<file path="src/rtl/alu_wb_buffer.sv">
// alu_wb_buffer: aligns issue valid/ID with the registered ALU outputs, queues results, drives writeback.
// Latency: issue N -> wb_valid_o at N+2 (N+1 when ALU_WB_BYPASS_EN is defined and the FIFO is empty).
// Backpressure: alu_ready_o depends on registers only and always reserves a slot for the in-flight result.
module alu_wb_buffer #(
  parameter int XLEN          = 64,
  parameter int TRANS_ID_BITS = 3,
  parameter int DEPTH         = 4
) (
  input  logic                       clk_i,
  input  logic                       rst_ni,
  input  logic                       flush_i,
  input  logic                       alu_valid_i,
  input  logic [TRANS_ID_BITS-1:0]   alu_trans_id_i,
  output logic                       alu_ready_o,
  input  logic [XLEN-1:0]            alu_result_i,
  input  logic                       alu_branch_res_i,
  output logic                       wb_valid_o,
  input  logic                       wb_ready_i,
  output logic [TRANS_ID_BITS-1:0]   wb_trans_id_o,
  output logic [XLEN-1:0]            wb_result_o,
  output logic                       wb_branch_res_o,
  output logic [$clog2(DEPTH):0]     count_o,
  output logic                       overflow_o
);

  localparam int PW = $clog2(DEPTH);
  localparam int CW = PW + 1;
  localparam logic [CW-1:0] DEPTH_C = CW'(DEPTH);
  localparam logic [CW:0]   DEPTH_W = (CW+1)'(DEPTH);

  typedef struct packed {
    logic [TRANS_ID_BITS-1:0] id;
    logic [XLEN-1:0]          result;
    logic                     branch;
  } entry_t;

  entry_t                   mem [DEPTH];
  logic                     s1_valid;
  logic [TRANS_ID_BITS-1:0] s1_id;
  logic [PW-1:0]            rd_ptr;
  logic [PW-1:0]            wr_ptr;
  logic [CW-1:0]            count;

  entry_t s1_entry;
  entry_t head;
  logic   accept;
  logic   fifo_nonempty;
  logic   fifo_full;
  logic   bypass_take;
  logic   pop_fifo;
  logic   push;
  logic   push_ok;

  assign s1_entry      = {s1_id, alu_result_i, alu_branch_res_i};
  assign fifo_nonempty = (count != '0);
  assign fifo_full     = (count == DEPTH_C);

  // Reserve one slot for the result already in the ALU: count + in-flight + this issue must fit.
  assign alu_ready_o = ({1'b0, count} + {{CW{1'b0}}, s1_valid} + {{CW{1'b0}}, 1'b1}) <= DEPTH_W;
  assign accept      = alu_valid_i & alu_ready_o & ~flush_i;

`ifdef ALU_WB_BYPASS_EN
  // Empty FIFO: present the freshly registered ALU result directly; consume it if taken.
  logic bypass_sel;
  assign bypass_sel  = ~fifo_nonempty & s1_valid;
  assign wb_valid_o  = fifo_nonempty | s1_valid;
  assign head        = bypass_sel ? s1_entry : mem[rd_ptr];
  assign bypass_take = bypass_sel & wb_ready_i;
`else
  assign wb_valid_o  = fifo_nonempty;
  assign head        = mem[rd_ptr];
  assign bypass_take = 1'b0;
`endif

  assign wb_trans_id_o   = head.id;
  assign wb_result_o     = head.result;
  assign wb_branch_res_o = head.branch;
  assign count_o         = count;

  assign pop_fifo = fifo_nonempty & wb_ready_i;
  // A flushed cycle discards whatever the ALU is presenting.
  assign push     = s1_valid & ~bypass_take & ~flush_i;
  // Guard: never overwrite a full FIFO unless the head leaves in the same cycle.
  assign push_ok  = push & (~fifo_full | pop_fifo);

  // Issue-alignment stage: tracks the op now being computed by the registered ALU.
  always_ff @(posedge clk_i or negedge rst_ni) begin
    if (!rst_ni) begin
      s1_valid <= 1'b0;
      s1_id    <= '0;
    end else begin
      s1_valid <= accept;
      if (accept) s1_id <= alu_trans_id_i;
    end
  end

  // Circular FIFO storage, pointers, occupancy and sticky overflow flag.
  always_ff @(posedge clk_i or negedge rst_ni) begin
    if (!rst_ni) begin
      rd_ptr     <= '0;
      wr_ptr     <= '0;
      count      <= '0;
      overflow_o <= 1'b0;
      for (int i = 0; i < DEPTH; i++) mem[i] <= '0;
    end else if (flush_i) begin
      rd_ptr <= '0;
      wr_ptr <= '0;
      count  <= '0;
    end else begin
      if (push_ok) begin
        mem[wr_ptr] <= s1_entry;
        wr_ptr      <= wr_ptr + PW'(1);
      end
      if (pop_fifo) rd_ptr <= rd_ptr + PW'(1);
      count <= count + CW'(push_ok) - CW'(pop_fifo);
      if (push & fifo_full & ~pop_fifo) overflow_o <= 1'b1;
    end
  end

endmodule

</file>
<file path="config.mk">
export PLATFORM = sky130hd
export DESIGN_NAME = alu_wb_buffer
export DESIGN_NICKNAME = d
export VERILOG_FILES = /design/src/rtl/alu_wb_buffer.sv
export SDC_FILE = /design/constraint.sdc
export NUM_CORES = 1
export LEC_CHECK = 0
export CAP_MARGIN = 20
export CORE_MARGIN = 2
export CORE_UTILIZATION = 40
export CTS_CLUSTER_SIZE = 40
export DETAILED_ROUTE_END_ITERATION = 10
export PLACE_DENSITY = 0.64
export SYNTH_ARGS = -nofsm -noshare
export SYNTH_HDL_FRONTEND = slang
export SYNTH_SLANG_ARGS = --single-unit
</file>
<file path="constraint.sdc">
create_clock -name clk_i -period 3.5 [get_ports clk_i]
set_input_delay 0.7 -clock clk_i [delete_from_list [all_inputs] [get_ports clk_i]]
set_output_delay 0.7 -clock clk_i [all_outputs]
set_load 0.02 [all_outputs]
</file>
Word-level counts from Yosys, hierarchy flattened

Index checks and enable logic that the tools add are counted.

Flip-flop bits (word level): 284
Input port bits: 73
Output and inout port bits: 74
Logic and storage cells: 59

Add/sub/neg operators: 6
$lt $le $gt $ge: 4
Equal/unequal tests: 1
Mux-type cells: 11
Bitwise operators: 13
Reduce and logical (&&, ||, !) cells: 6

Operators with widths:

| kind                                                                             | count |
|---|---|
| 272-bit bitwise mux                                                              | 1 |
| 68-bit two-way mux                                                               | 3 |
| 68-bit binary-select mux with 2-bit select                                       | 1 |
| 68-bit demux with 2-bit select                                                   | 1 |
| 2-bit two-way mux                                                                | 4 |
| 1-bit AND                                                                        | 7 |
| 3-bit >= comparator, second input constant                                       | 2 |
| 2-bit inverter with 3-bit output                                                 | 2 |
| 2-bit by 1-bit adder with 2-bit output, second input constant                    | 2 |
| 3-bit by 1-bit adder with 4-bit output                                           | 1 |
| 4-bit by 1-bit adder with 4-bit output, second input constant                    | 1 |
| 4-bit by 3-bit less-or-equal comparator with 1-bit output, second input constant | 1 |
| 2-bit AND reduction                                                              | 2 |
| 2-bit nonzero test                                                               | 2 |
| 3-bit by 1-bit adder with 3-bit output                                           | 1 |
| 3-bit == test, second input constant                                             | 1 |
| 3-bit by 1-bit less-than comparator with 1-bit output, second input constant     | 1 |
| 3-bit two-way mux                                                                | 1 |
| 1-bit inverter                                                                   | 3 |
| 3-bit nonzero test                                                               | 1 |
| 3-bit by 1-bit subtractor with 3-bit output                                      | 1 |
| 1-bit logical AND                                                                | 1 |
| 1-bit bitwise OR                                                                 | 1 |

Longest topological paths before layout

Depth after elaboration: 7
Depth in mapped cells: 9
Depth with buffers taken out: 8

Worst setup path before layout

Ideal clock, no wire load.

Path type: reg-to-output
Start point: register count[0], in the netlist count_o[0]
End point: output port alu_ready_o
Data arrival time: 1.602 ns
Data required time: 2.800 ns
Path slack: 1.198 ns
Cell stages (with the launch flop): 7
Path buffers: 0
Path through: dfrtp_1 > inv_1 > ha_1 > inv_1 > ha_1 > nand2b_1 > a21oi_1

Longest elaborated chain between the ends: 3

RTL lines:

| item                                                      | line | RTL |
|---|---|---|
| from (decl)                                               | 42   | `logic [CW-1:0] count;` |
| from (signal assigned)                                    | 115  | `count <= count + CW'(push_ok) - CW'(pop_fifo);` |
| 3-bit by 1-bit adder with 4-bit output                    | 59   | `assign alu_ready_o = ({1'b0, count} + {{CW{1'b0}}, s1_valid} + {{CW{1'b0}}, 1'b1}) <= DEPTH_W;` |
| 4-bit by 1-bit adder with 4-bit output                    | 59   |  |
| 4-bit by 3-bit less-or-equal comparator with 1-bit output | 59   |  |
| to (decl)                                                 | 14   | `output logic alu_ready_o,` |

Every way passes these cells.

Final worst setup path

Same ends and word-level chain as after synthesis.

==> key figures <==
Yosys
  • Synth Warn #: 0
  • Yosys top cell area share: 55.7%
  • Synth Area per Inst: 17.6 um2
  • Register bit count reported by yosys: 284
  • Top post-synthesis cells by area: dfrtp_1 (56%), mux2_2 (17%), mux4_2 (12%), mux2_4 (9.4%), buf_6 (1.4%)
  • Register area share after synthesis: 55.7%
  • Syn nets: 805
  • Async set-reset flop share out of synthesis: 100%
  • Netlist Area Pre-Place: 12,800 um2
  • Synth cell types: 25
  • Cells after Synth: 723
  • Ys flop type: dfrtp_1
  • EDFF count, synth: 0
  • Yosys top cell by area: dfrtp_1

Detailed routing
  • Remaining antenna violation count after routing: 0
  • WL/cell: 20.1 um
  • Vias: 6,762
  • 1st-pass router iterations: 4
  • Drc violations: 0
  • DRT iter0 DRCs: 278
  • Drt total wl: 26,200 um
  • Via-to-Cell Ratio: 5.19

Die
  • Die W: 183 um
  • Core area: 31,500 um2
  • Die Span Y: 183 um
  • Die area: 33,300 um2
  • Initial Util: 40.5%
  • # rows: 65
  • Boundary pin count: 147

Power
  • VDD IR max: 0.422 mV
  • PwrDens: 846 nW/um2
  • Clock share of power: 23.6%
  • Sw Pwr: 0.00402 W
  • Combinational share of power: 39.6%
  • Register share of total power: 36.9%
  • Lkg Pwr: 6.91 nW
  • Internal: 0.00930 W
  • Switching share of total power: 30.2%

Clocking
  • CTS root buffer: clkbuf_16
  • Longest Clk Path Bufs: 3
  • Worst-path clk slew: 0.06 ns
  • TritonCTS Buffers: 31
  • Clk sink count: 284
  • CTS H-tree lvls: 1
  • CTS Hold Buffers Added: 0
  • CTS tree: done
  • Clk_lat worst skew: 0.55 ns

Global route
  • Total grt overflow: 0
  • Vias in the first global route: 7,313
  • First-pass GRT wire length: 42,600 um
  • Total GRT Usage: 16.1%
  • Initial antenna violation count: 1
  • Largest net degree at the start of global routing: 99

Timing
  • # setup viols final: 0
  • RSZ-0062 raised after global routing: no
  • Worst-Margin Slew: 0.944 ns
  • Slew Limit Fails: 0
  • Crit path time final: 3.31 ns
  • Slew Limit Headroom: 37.1%
  • Fin crit share: 94.5%
  • Setup_tns: 0 ns
  • FMAX: 302 MHz
  • Hold Vio Cnt, Final: 0
  • Skew final: 0.00603 ns

Finish
  • Layout cells sized above 1: 46.9%
  • Area Growth Syn to Fin: 23.5%
  • Final Core Density: 50.0%
  • Fill cell count: 2,598
  • Most frequent cells in the layout: dfrtp_1 (282), mux2_2 (196), clkdlybuf4s50_1 (145)
  • Commonest non-fill, non-tap cell in the layout: dfrtp_1
  • Nets: 957
  • Post-Layout Cell Count: 1,303

Worst setup path
  • Worst endpoint data arrival time: 2.61 ns
  • Critical path cell sequence: inv_1 -> ha_1 -> inv_1 -> ha_1 -> nand2b_1 -> a21oi_1 -> clkdlybuf4s50_1
  • Slowest Stage Delay on Critical Path: 0.68 ns
  • Crit Path Category: reg2out
  • CP Capture Type: output port
  • Critical path fanouts, max: 7
  • Required time of the critical path: 2.80 ns
  • Critical path launch point type: flop
  • CP max stage cell: clkdlybuf4s50_1

Placed design
  • Gpl congestion: 0.717
  • DP HPWL: 16,200 um
  • Placed Cells incl. Taps: 1,243
  • Buffers added on ports: 146

Outcome
  • Status: finished clean

Job
  • MaxCap Viol Count: 0

Worst hold path
  • Hold Path Class: in2async
[worst max-delay path, delay by kind of cell (launching register included)]
family | cells | cell delay, ns
AO/OA/AOI/OAI | 1 | 0.15
adder cells (fa/ha/maj) | 2 | 0.42
buffers and inverters | 3 | 0.82
flip-flops | 1 | 0.51
AND/OR/NAND/NOR | 1 | 0.17
[worst paths after layout]
kind                             from          end  slack (ns)  cells after the start
max in group asynchronous      rst_ni     mem[166]        2.55                      2
hold / removal                 rst_ni      mem[71]        0.17                      1
hold reg to reg            overflow_o   overflow_o        0.46                      1
min in group clk_i         overflow_o   overflow_o        0.46                      1
setup reg to reg           count_o[1]     mem[108]        1.12                      4
setup / recovery           count_o[0]  alu_ready_o        0.19                      7
[synth_stat cells, drive strengths merged (2+ instances only)]
| cell | n |
|---|---|
| a21oi | 2 |
| nor2b | 3 |
| dfrtp | 284 |
| buf | 41 |
| or3 | 2 |
| nor2 | 6 |
| ha | 8 |
| xor2 | 3 |
| mux4 | 68 |
| and3b | 4 |
| mux2 | 276 |
| nand2b | 2 |
| clkbuf | 8 |
| inv | 7 |
[flip-flops by register name (all words and copies together), names as in the netlist]
name / flops
rd_ptr: 2
s1_id: 3
overflow_o: 1
s1_valid: 1
mem: 272
count_o: 3
wr_ptr: 2
[power by group through the flow]
stage | registers, W | logic [W] | clock network (W)
CTS | 0.00495 | 0.00529 | 0.00325
detailed placement | 0.00499 | 0.00527 | 0
global placement | 0.00497 | 0.00521 | 0
floorplan | 0.00474 | 0.00340 | 0
global route | 0.00506 | 0.00561 | 0.00339
finish | 0.00491 | 0.00527 | 0.00314
[metal layers]
| metal | up-vias | part of all wire (%) | global-route usage, % | wire [um] |
|---|---|---|---|---|
| li1 | 3003 | - | - | - |
| met1 | 3614 | 46 | 23.0 | 12200 |
| met2 | 112 | 47 | 25.4 | 12300 |
| met3 | 33 | 4.6 | 3.57 | 1200 |
| met4 | 0 | 2.1 | 3.65 | 542 |
| met5 | - | 0 | 0 | 0 |
[cell type report]
class	count	area (um2)	area share, %
diodes	1	2.50	0.0159
clock buffers	49	913	5.80
clock inverters	9	76.3	0.485
inverters	7	26.3	0.167
multi-input cells	383	5300	33.6
flip-flops and latches	284	7110	45.2
well taps	402	503	3.19
repair buffers	168	1810	11.5
[cell families after synthesis]
logic type	after synthesis	share of synthesized area, %
mux	345	38.8
flops	284	55.7
buf+inv	56	2.84
simple gates	18	0.981
fa+ha+maj	9	0.942
compound gates	7	0.422
xor+xnor	4	0.275
[repair_timing]
| action | in CTS | in global routing |
|---|---|---|
| resized for setup | 0 | 0 |
| hold endpoints to repair | 0 | 0 |
| buffers inserted | 0 | 1 |
| endpoints found under the setup margin | 0 | 42 |
[metrics by stage]
stage	hold slack (ns)	power [W]	setup slack (ns)	area, um2
after floorplan	0.404	0.00814	1.20	12800
after global placement	0.449	0.0102	0.404	14700
after detailed placement	0.447	0.0103	0.368	14700
after CTS	0.207	0.0135	0.00868	15700
after global routing	0.231	0.0141	0.0304	15700
final	0.175	0.0133	0.191	15700
Note: power is estimated with default switching activity, not from simulation.
